### config.mk
export PLATFORM = sky130hd
export DESIGN_NAME = otp_prog_ctrl
export DESIGN_NICKNAME = d
export VERILOG_FILES = /design/src/rtl/otp_prog_ctrl.sv
export SDC_FILE = /design/constraint.sdc
export NUM_CORES = 1
export LEC_CHECK = 0
export CAP_MARGIN = 20
export CELL_PAD_IN_SITES_DETAIL_PLACEMENT = 0
export CELL_PAD_IN_SITES_GLOBAL_PLACEMENT = 1
export CORE_MARGIN = 2
export CORE_UTILIZATION = 25
export DETAILED_ROUTE_END_ITERATION = 7
export PLACE_DENSITY_LB_ADDON = 0.1
export SLEW_MARGIN = 20
export SYNTH_ARGS = -nofsm -noshare
export SYNTH_HDL_FRONTEND = slang
export SYNTH_SLANG_ARGS = --single-unit
### constraint.sdc
create_clock -name clk -period 1.9 [get_ports clk]
set_input_delay 0.38 -clock clk [delete_from_list [all_inputs] [get_ports clk]]
set_output_delay 0.38 -clock clk [all_outputs]
set_load 0.01 [all_outputs]
### src/rtl/otp_prog_ctrl.sv
// Byte-level program/read controller for a bit-programmed OTP RAM.
// Writes are bit-serial with readback verify; bytes programmed since reset are refused.
module otp_prog_ctrl #(
  parameter int ADDR_W = 3
) (
  input  logic              clk,
  input  logic              rst_n,
  input  logic              cmd_valid,
  output logic              cmd_ready,
  input  logic              cmd_write,
  input  logic [ADDR_W-1:0] cmd_addr,
  input  logic [7:0]        cmd_wdata,
  output logic              rsp_valid,
  output logic [7:0]        rsp_rdata,
  output logic [1:0]        rsp_status,
  output logic              prog_en,
  output logic [ADDR_W-1:0] prog_addr,
  output logic [2:0]        prog_bit,
  output logic              prog_data,
  output logic              read_en,
  output logic [ADDR_W-1:0] read_addr,
  input  logic [7:0]        read_data
);

  localparam int SIZE = 2 ** ADDR_W;

  typedef enum logic [2:0] {IDLE, PROG, VRD, VCMP, RD, RWAIT} state_e;
  typedef enum logic [1:0] {
    ST_OK          = 2'd0,
    ST_REWRITE     = 2'd1,
    ST_VERIFY_FAIL = 2'd2
  } status_e;

  state_e            state, state_next;
  logic [ADDR_W-1:0] addr;
  logic [7:0]        wdata;
  logic [2:0]        bit_idx;
  logic [SIZE-1:0]   written;
  logic              accept;
  logic              refuse;

  assign accept    = cmd_valid && (state == IDLE);
  assign refuse    = accept && cmd_write && written[cmd_addr];
  assign cmd_ready = (state == IDLE);
  assign prog_en   = (state == PROG);
  assign read_en   = (state == VRD) || (state == RD);
  assign prog_bit  = bit_idx;

  // NOTE: sequential state uses non-blocking assignments so every register
  // samples pre-edge values regardless of statement order.
  always_ff @(posedge clk or negedge rst_n) begin
    if (!rst_n) state <= IDLE;
    else        state <= state_next;
  end

  always_comb begin
    // NOTE: default first, so no path through the case leaves state_next
    // unassigned and infers a latch.
    state_next = state;
    unique case (state)
      IDLE: begin
        if (accept && !refuse) state_next = cmd_write ? PROG : RD;
      end
      PROG:    if (bit_idx == 3'd7) state_next = VRD;
      VRD:     state_next = VCMP;
      VCMP:    state_next = IDLE;
      RD:      state_next = RWAIT;
      RWAIT:   state_next = IDLE;
      default: state_next = IDLE;
    endcase
  end

  // RAM-side address/bit/data registers only move when their strobe is about
  // to rise, so they hold their last values while the strobe is low.
  always_ff @(posedge clk or negedge rst_n) begin
    if (!rst_n) begin
      addr       <= '0;
      wdata      <= '0;
      bit_idx    <= '0;
      // NOTE: the shadow bitmap is a flat vector of flops, not a RAM, so it
      // can and must be cleared by reset.
      written    <= '0;
      prog_addr  <= '0;
      prog_data  <= 1'b0;
      read_addr  <= '0;
      rsp_valid  <= 1'b0;
      rsp_rdata  <= '0;
      rsp_status <= ST_OK;
    end else begin
      rsp_valid <= 1'b0;
      unique case (state)
        IDLE: begin
          if (accept) begin
            addr  <= cmd_addr;
            wdata <= cmd_wdata;
            if (refuse) begin
              rsp_valid  <= 1'b1;
              rsp_rdata  <= '0;
              rsp_status <= ST_REWRITE;
            end else if (cmd_write) begin
              bit_idx   <= '0;
              prog_addr <= cmd_addr;
              prog_data <= cmd_wdata[0];
            end else begin
              read_addr <= cmd_addr;
            end
          end
        end
        PROG: begin
          if (bit_idx != 3'd7) begin
            bit_idx   <= bit_idx + 3'd1;
            prog_data <= wdata[bit_idx + 3'd1];
          end else begin
            read_addr <= addr;
          end
        end
        VCMP: begin
          // Marked even on verify failure: the bits are burnt either way.
          written[addr] <= 1'b1;
          rsp_valid     <= 1'b1;
          rsp_rdata     <= read_data;
          rsp_status    <= (read_data == wdata) ? ST_OK : ST_VERIFY_FAIL;
        end
        RWAIT: begin
          rsp_valid  <= 1'b1;
          rsp_rdata  <= read_data;
          rsp_status <= ST_OK;
        end
        default: ;
      endcase
    end
  end

endmodule

Word level (Yosys, flattened, before mapping)
Index checks and enable logic that the tools add are counted.
{"block": "word_totals", "input_bits": 23, "regBits": 43, "output_inout_bits": 24, "wordCells": 89}
{"block": "classes", "n_reduce_logical": 19, "n_eq_ne": 17, "n_lt_le_gt_ge": 4, "n_mux": 35, "bitwise_logic": 2, "n_addsub": 1}
{"cell": "$mux 3", "n": 11}
{"cell": "$mux 8", "n": 2}
{"cell": "$pmux 8 s2", "n": 1}
{"cell": "$lt 3x4->1 const B", "n": 3}
{"cell": "$ne 2x1->1 const B", "n": 6}
{"cell": "$pmux 3 s2", "n": 2}
{"cell": "$pmux 3 s4", "n": 1}
{"cell": "$reduce_and 5->1", "n": 2}
{"cell": "$eq 3x3->1 const B", "n": 3}
{"cell": "$mux 1", "n": 9}
{"cell": "$eq 8x8->1", "n": 1}
{"cell": "$or 8x8->8", "n": 1}
{"cell": "$bmux 1 s3", "n": 2}
{"cell": "$eq 3x2->1 const B", "n": 2}
{"cell": "$mux 2", "n": 3}
{"cell": "$ne 2x2->1 const B", "n": 3}
{"cell": "$pmux 2 s3", "n": 1}
{"cell": "$reduce_and 3->1", "n": 2}
{"cell": "$logic_and 1x1->1", "n": 5}
{"cell": "$pmux 1 s2", "n": 2}
{"cell": "$reduce_and 2->1", "n": 2}
{"cell": "$reduce_and 4->1", "n": 1}
{"cell": "$reduce_bool 2->1", "n": 2}
{"cell": "$add 3x1->3 const B", "n": 1}
{"cell": "10 further kinds", "n": 10}

Longest topological paths before layout
Gate-level depths: netlist of the first run.
{"block": "logic_depth", "word_depth": 8, "mapped_depth": 7, "depth_no_buf": 7}

Least setup slack after synthesis of the first run
No wires, ideal clock.
{"block": "synth_path", "path_kind": "input to register", "startpoint": "input port cmd_addr[0]", "endpoint": "register prog_data", "path_buffers": 1, "arrival_ns": 1.905, "cell_stages": 6, "slack_ns": -0.130, "cell_sequence": "clkbuf_1 -> mux2i_1 -> a22oi_1 -> and3b_1 -> or4_4 -> mux2_4"}
{"block": "synth_between", "elab_chain_len": 5}
{"item": "start: declaration", "line_no": "11", "rtl": "input logic [ADDR_W-1:0] cmd_addr,"}
{"item": "$bmux 1 s3", "line_no": "43", "rtl": "assign refuse = accept && cmd_write && written[cmd_addr];"}
{"item": "$mux 1 (not written as such)", "line_no": "43"}
{"item": "$logic_and 1x1->1", "line_no": "43"}
{"item": "$ne 2x2->1 (no source line)"}
{"item": "$reduce_and 5->1 (no source line)"}
{"item": "end signal: assignment", "line_no": "103", "rtl": "prog_data <= cmd_wdata[0];"}
{"item": "end signal: assignment", "line_no": "112", "rtl": "prog_data <= wdata[bit_idx + 3'd1];"}
{"item": "end: declaration", "line_no": "19", "rtl": "output logic prog_data,"}
No other way between the ends. The select of a mux whose other input is x is not followed.
A chain may end at the register's enable or synchronous reset.

Final worst setup path of the first run
{"block": "layout_path", "startpoint": "register written[5]", "endpoint": "register prog_data"}
{"block": "layout_between", "elab_chain_len": 5}
{"item": "start: declaration", "line_no": "38", "rtl": "logic [SIZE-1:0] written;"}
{"item": "start signal: assignment", "line_no": "82", "rtl": "written <= '0;"}
{"item": "start signal: indexed assignment", "line_no": "119", "rtl": "written[addr] <= 1'b1;"}
{"item": "$bmux 1 s3", "line_no": "43"}
{"item": "$mux 1 (not written as such)", "line_no": "43"}
{"item": "$logic_and 1x1->1", "line_no": "43"}
{"item": "$ne 2x2->1 (no source line)"}
{"item": "$reduce_and 5->1 (no source line)"}
No other way between the ends. The select of a mux whose other input is x is not followed.

==> key figures, run 1 <==
Layout
  • Final std cells w/o fill: 360
  • Final Core Density: between 30% and 40%
  • Share of cells above drive strength 1: a little over a quarter
  • Most common cell after layout, fill and taps aside: dfrtp_1
  • Most frequent cells in the layout: dfrtp_1, clkdlybuf4s50_1, buf_4
  • Design area: between 0.002 and 0.003 sq mm
  • Ant. Diodes: 0
  • Area grow syn2layout: 44.5%
  • Filler Cell Count: around 810
  • Layout Nets: around 280

Die
  • I/O Pins: between 40 and 50
  • Core area: about 0.008 sq mm
  • Full die area: 0.00889 sq mm
  • Std-Cell Rows: 32
  • Die X: 94.3 um
  • Initial Util: between 20% and 30%
  • Die height: approximately 94 um

STA
  • Slew Limit Fails: 0
  • Slew @ Worst Pin: roughly 0.57 ns
  • Relative slew margins: around three fifths
  • Final worst path period share: 101%
  • F_max: 520 MHz
  • Final hold violations: 0
  • Final min period: 1.92 ns
  • Worst clock skew: 0.00532 ns
  • Final worst slack: -0.0222 ns
  • RSZ-0062 raised after global routing: true
  • Setup violators final: 1

Worst setup path
  • CP Capture Type: flop
  • Worst path arrival time: 2.11 ns
  • Crit Path Class: reg -> reg
  • Max FO, Critical Path: 4
  • Worst R2R End: prog_data
  • R2R depth: 5
  • RR Startpoint: written[5]
  • Critical Path RT: about 2.1 ns
  • CP Launch Type: flop
  • Reg-to-reg slack, setup: -0.02 ns

Route
  • Residual DRC: 0
  • WL/cell: around 15 um
  • Initial DRC count: 50
  • Number of iterations in the first detailed-routing pass: 4
  • Antenna viol nets, final: 0
  • Vias post-DR: between 1,500 and 2,000
  • Via-to-Cell Ratio: 4.48
  • Routed wire length: 5340 um

Pwr
  • Psw: roughly 1.6 mW
  • Combinational share of power: between 40% and 50%
  • Reg power frac: roughly 36%
  • Clock share of power: between 15 and 20%
  • Worst VDD drop: 0.000520 V
  • Leakage Power: 1.34 nW
  • Switching part of the total: around 34%
  • PwrDens: 1560 mW/mm^2
  • Internal: between 3 and 4 mW

Yosys
  • Synth unique cells: 38
  • Syn Area/Cell: 11.1 sq um
  • Sequential share of the synthesized area: between 50 and 60%
  • Mapped Cells: between 150 and 200
  • Post-synth ARST share: 100%
  • Mapped Nets: around 210
  • YS warnings: 0
  • Ys flop type: dfrtp_1
  • Yosys reg bits: 43
  • Mapped Area: 0.00204 sq mm
  • Post-synth EDFFs: 0

Place
  • Port Buffers: 46
  • DP HPWL: ~4000 um
  • Global placer's final weighted congestion: roughly 0.75
  • DP Area: 0.00279 sq mm
  • Placed cell count: 351
  • Post-place setup slack: -0.590 ns

Global route
  • Largest net degree at the start of global routing: 44
  • First-pass GRT wire length: slightly below 9000 um
  • Initial antenna violation count: 0
  • Vias in the first global route: between 1,500 and 2,000
  • Tot GR Track Use: about 13%
  • GRT Residual Overflow: 0

CTS
  • CTS Hold Bufs: 0
  • CTS HTree Levels: 2
  • CTS tree: yes
  • CTS Buffer Depth: 2
  • Clock slew at reported path FFs: 0.09 ns
  • CTS Buf Count: 5
  • Clock tree root driver cell: clkbuf_8
  • Worst skew pair latency: about 0.30 ns
  • Clock sink total: between 40 and 50

Worst hold path
  • Worst hold path type: in -> async

Run status
  • Violated checks: negative setup slack
  • Outcome: finished with violations

Run
  • Max-cap viol count: 0
through the flow:
stage / TNS (ns) / total power [mW] / hold slack (ns)
floorplan: -0.0792 / 2.79 / 0.0844
global placement: -5.05 / 3.84 / 0.458
detailed placement: -5.59 / 3.83 / 0.457
CTS: -0.0162 / 4.66 / 0.177
global route: -0.157 / 4.92 / 0.197
finish: -0.0222 / 4.60 / 0.146
sequential cells by signal, indices dropped and copies added (netlist names):
register,flops
rsp_rdata,8
wdata,8
written,8
addr,3
prog_addr,3
prog_bit,3
read_addr,3
state,3
rsp_status,2
prog_data,1
rsp_valid,1
worst max-delay path, cell delays in order, from the launching register on:
cell and delay, ns:
dfrtp_1 0.39, mux2_4 0.27, a2bb2oi_2 0.14, and3b_1 0.19, or4_4 0.52, mux2_4 0.31
power groups by stage:
stage               logic [mW]  registers, mW  clock network [mW]
floorplan                 1.12           1.66                   0
global placement          2.17           1.66                   0
detailed placement        2.18           1.66                   0
CTS                       2.20           1.66               0.797
global route              2.38           1.72               0.821
finish                    2.18           1.66               0.766
cell families after synthesis:
logic type | share of synthesized area, %
compound gates | 11.5
xor+xnor | 3.87
fa+ha+maj | 1.23
buf+inv | 3.19
flops | 52.8
mux | 14.7
simple gates | 12.7
what timing repair did:
action / 4_1_cts / 5_1_grt
setup buffers: 0 / 1
resized for setup: 12 / 4
pin swaps: 0 / 1
cloned: 0 / 0
setup endpoints to repair: 10 / 6
final cells by class:
cell class	count	area (sq um)	share of cell area, %
Tap cell	102	128	4.33
Timing Repair Buffer	75	663	22.5
Clock buffer	6	82.6	2.80
Inverter	7	26.3	0.892
Clock inverter	2	38.8	1.32
Multi-Input combinational cell	125	930	31.6
Sequential cell	43	1080	36.5
per-layer routing:
metal	up-vias	GRT usage [%]	share of wire, %
met1	775	19.1	52
met3	5	2.49	4.0
met2	38	18.9	43
met5	-	0	0
met4	0	3.62	0.96
li1	795	-	-
Yosys cell counts, types with 2 or more instances:
cell type | n | area share, %
dfrtp_1 | 43 | 53
nand2_1 | 28 | 5.2
o21ai_0 | 16 | 3.9
mux2_2 | 12 | 6.6
nor2_1 | 11 | 2.0
mux2i_1 | 9 | 4.4
xnor2_1 | 8 | 3.4
inv_1 | 7 | 1.3
clkbuf_1 | 5 | 0.92
a21oi_1 | 4 | 0.98
a31o_2 | 4 | 1.7
a41o_1 | 3 | 1.5
and2_1 | 2 | 0.61
ha_1 | 2 | 1.2
mux2_4 | 2 | 1.5
mux4_2 | 2 | 2.2
nand4_1 | 2 | 0.61
nor2b_1 | 2 | 0.61
nor3_1 | 2 | 0.49
worst max path at each step:
stage	start	end	slack, ns	depth (start not counted)
final	written[5]	prog_data	-0.02	5
after global routing	written[5]	prog_data	-0.07	5
after CTS	prog_bit[1]	prog_data	-0.02	6
after detailed placement	cmd_addr[0]	prog_data	-0.59	6
after global placement	cmd_addr[0]	prog_data	-0.54	6
after floorplan	cmd_addr[1]	prog_data	-0.06	6
(Power assumes the default switching activity.)
==> inputs of run 2 (changes only) <==
--- a/config.mk
+++ b/config.mk
@@ -7,11 +7,12 @@
 export LEC_CHECK = 0
 export CAP_MARGIN = 20
 export CELL_PAD_IN_SITES_DETAIL_PLACEMENT = 0
-export CELL_PAD_IN_SITES_GLOBAL_PLACEMENT = 1
+export CELL_PAD_IN_SITES_GLOBAL_PLACEMENT = 2
 export CORE_MARGIN = 2
 export CORE_UTILIZATION = 25
 export DETAILED_ROUTE_END_ITERATION = 7
 export PLACE_DENSITY_LB_ADDON = 0.1
+export SKIP_LAST_GASP = 1
 export SLEW_MARGIN = 20
 export SYNTH_ARGS = -nofsm -noshare
 export SYNTH_HDL_FRONTEND = slang
==> run 2 against run 1 <==
Against the previous run: the flow still finishes with violations (negative setup slack); via count rose by 2.0%; flip-flop and latch count did not move; core utilization fell by 0.21 points; critical path depth did not move; register-to-register slack barely moved; largest power group unchanged.
==> key figures, run 2 (synthesis results as in run 1) <==
Run status
  • Outcome: finished with violations
  • Violated checks: negative setup slack

Global route
  • Tot GR Track Use: between 10% and 20%
  • GRT Residual Overflow: 0
  • Vias in the first global route: about 1,700
  • Initial antenna violation count: 0
  • First-pass GRT wire length: around 8900 um
  • Largest net degree at the start of global routing: 23

Die
  • Core area: roughly 0.0078 sq mm
  • Die height: about 94 um
  • Std-Cell Rows: 32
  • Initial Util: 26.1%
  • I/O Pins: 47
  • Die X: between 90 and 100 um
  • Full die area: a little under 0.009 sq mm

Layout
  • Final Core Density: a little under two fifths
  • Sequential cell area: ~0.0011 sq mm
  • Design area: 0.00293 sq mm
  • Multi-input logic area: slightly above 900 sq um
  • Most frequent cells in the layout: dfrtp_1, clkdlybuf4s50_1, nand2_1
  • Filler Cell Count: between 700 and 800
  • Layout Nets: 282
  • Top Registers: rsp_rdata: 8 flops, wdata: 8 flops, written: 8 flops
  • Most common cell after layout, fill and taps aside: dfrtp_1
  • Share of cells above drive strength 1: 27.1%
  • Ant. Diodes: 0
  • Area grow syn2layout: 43.7%

STA
  • RSZ-0062 raised after global routing: true
  • Final worst slack: -0.0365 ns
  • F_max: 516 MHz
  • Relative slew margins: about three fifths
  • Final worst path period share: 102%
  • Final min period: 1.94 ns
  • Final hold violations: 0
  • Slew Limit Fails: 0
  • Setup_tns: -0.0365 ns
  • Worst clock skew: 0.00502 ns
  • Setup violators final: 1
  • Slew @ Worst Pin: ~0.58 ns

Pwr
  • Internal: around 2.9 mW
  • Switching part of the total: around 36%
  • Worst VDD drop: approximately 0.00044 V
  • PwrDens: 1540 mW/mm^2
  • Clock share of power: a little over an eighth
  • Combinational share of power: 49.6%
  • Psw: 1.61 mW
  • Reg power frac: roughly 37%
  • Leakage Power: 1.32 nW

CTS
  • Clock slew at reported path FFs: ~0.09 ns
  • Worst skew pair latency: roughly 0.30 ns
  • CTS Buffer Depth: 2
  • CTS tree: yes
  • CTS Buf Count: 5
  • CTS Hold Bufs: 0
  • Clock sink total: 43
  • CTS HTree Levels: 2
  • Clock tree root driver cell: clkbuf_8

Route
  • Vias post-DR: between 1,500 and 2,000
  • Residual DRC: 0
  • Via-to-Cell Ratio: ~4.6
  • WL/cell: between 15 and 20 um
  • Routed wire length: ~5400 um
  • Number of iterations in the first detailed-routing pass: 4
  • Antenna viol nets, final: 0
  • Initial DRC count: 53

Worst setup path
  • CP Launch Type: flop
  • Crit Path Class: reg -> reg
  • R2R depth: 5
  • Max FO, Critical Path: 4
  • Critical Path RT: 2.08 ns
  • CP Capture Type: flop
  • Worst path arrival time: around 2.1 ns

Place
  • DP HPWL: around 4100 um
  • Post-place setup slack: -0.567 ns
  • DP Area: 0.00275 sq mm
  • Port Buffers: between 40 and 50
  • Global placer's final weighted congestion: between 0.8 and 0.9

Run
  • Max-cap viol count: 0

Worst hold path
  • Worst hold path type: in -> async
-- run 2: worst paths after layout --
| check | to | slack, ns | from |
|---|---|---|---|
| worst max register to register | prog_data | -0.04 | written[5] |
| worst min-delay path | state[1] | 0.05 | rst_n |
| worst max-delay path | prog_data | -0.04 | written[5] |
| min in group clk | prog_addr[0] | 0.44 | cmd_addr[0] |
| max in group asynchronous | addr[2] | 1.27 | rst_n |
| worst min register to register | written[7] | 0.48 | written[7] |
-- run 2: critical path, stage by stage, from the launching register on --
cell and delay (ns):
dfrtp_1 0.40, mux2_4 0.28, a2bb2oi_2 0.14, and3b_1 0.18, or4_4 0.52, mux2_4 0.31
-- run 2: cell type report --
class	count	share of cell area [%]
Clock buffer	5	2.35
Clock inverter	3	0.812
Inverter	7	0.897
Multi-Input combinational cell	125	31.8
Sequential cell	43	36.8
Tap cell	102	4.36
Timing Repair Buffer	75	22.9
-- run 2: layer usage --
metal  vias to the layer above  track usage [%]  routed length, um
met3                         5             3.13                213
met4                         0             3.26                 45
met2                        46             20.9               2560
met1                       813             17.9               2590
li1                        782                -                  -
met5                         -                0                  0
-- run 2: metrics by stage --
step,cells,hold slack (ns),power [mW]
6_report,360,0.0514,4.50
3_3_place_gp,345,0.381,3.79
2_1_floorplan,183,0.0844,2.79
4_1_cts,359,0.0724,4.52
3_5_place_dp,345,0.403,3.82
5_1_grt,360,0.0826,4.83
-- run 2: power by group through the flow --
| stage | registers (mW) | clock network [mW] | logic [mW] |
|---|---|---|---|
| after floorplan | 1.66 | 0 | 1.12 |
| after global placement | 1.65 | 0 | 2.14 |
| after detailed placement | 1.66 | 0 | 2.16 |
| after CTS | 1.66 | 0.636 | 2.22 |
| after global routing | 1.71 | 0.663 | 2.45 |
| final | 1.66 | 0.604 | 2.23 |
-- run 2: timing repair --
item                       in CTS  in global routing
setup buffers                   6                  1
pin swaps                       3                  2
resized for setup              14                  6
setup endpoints to repair      10                  8
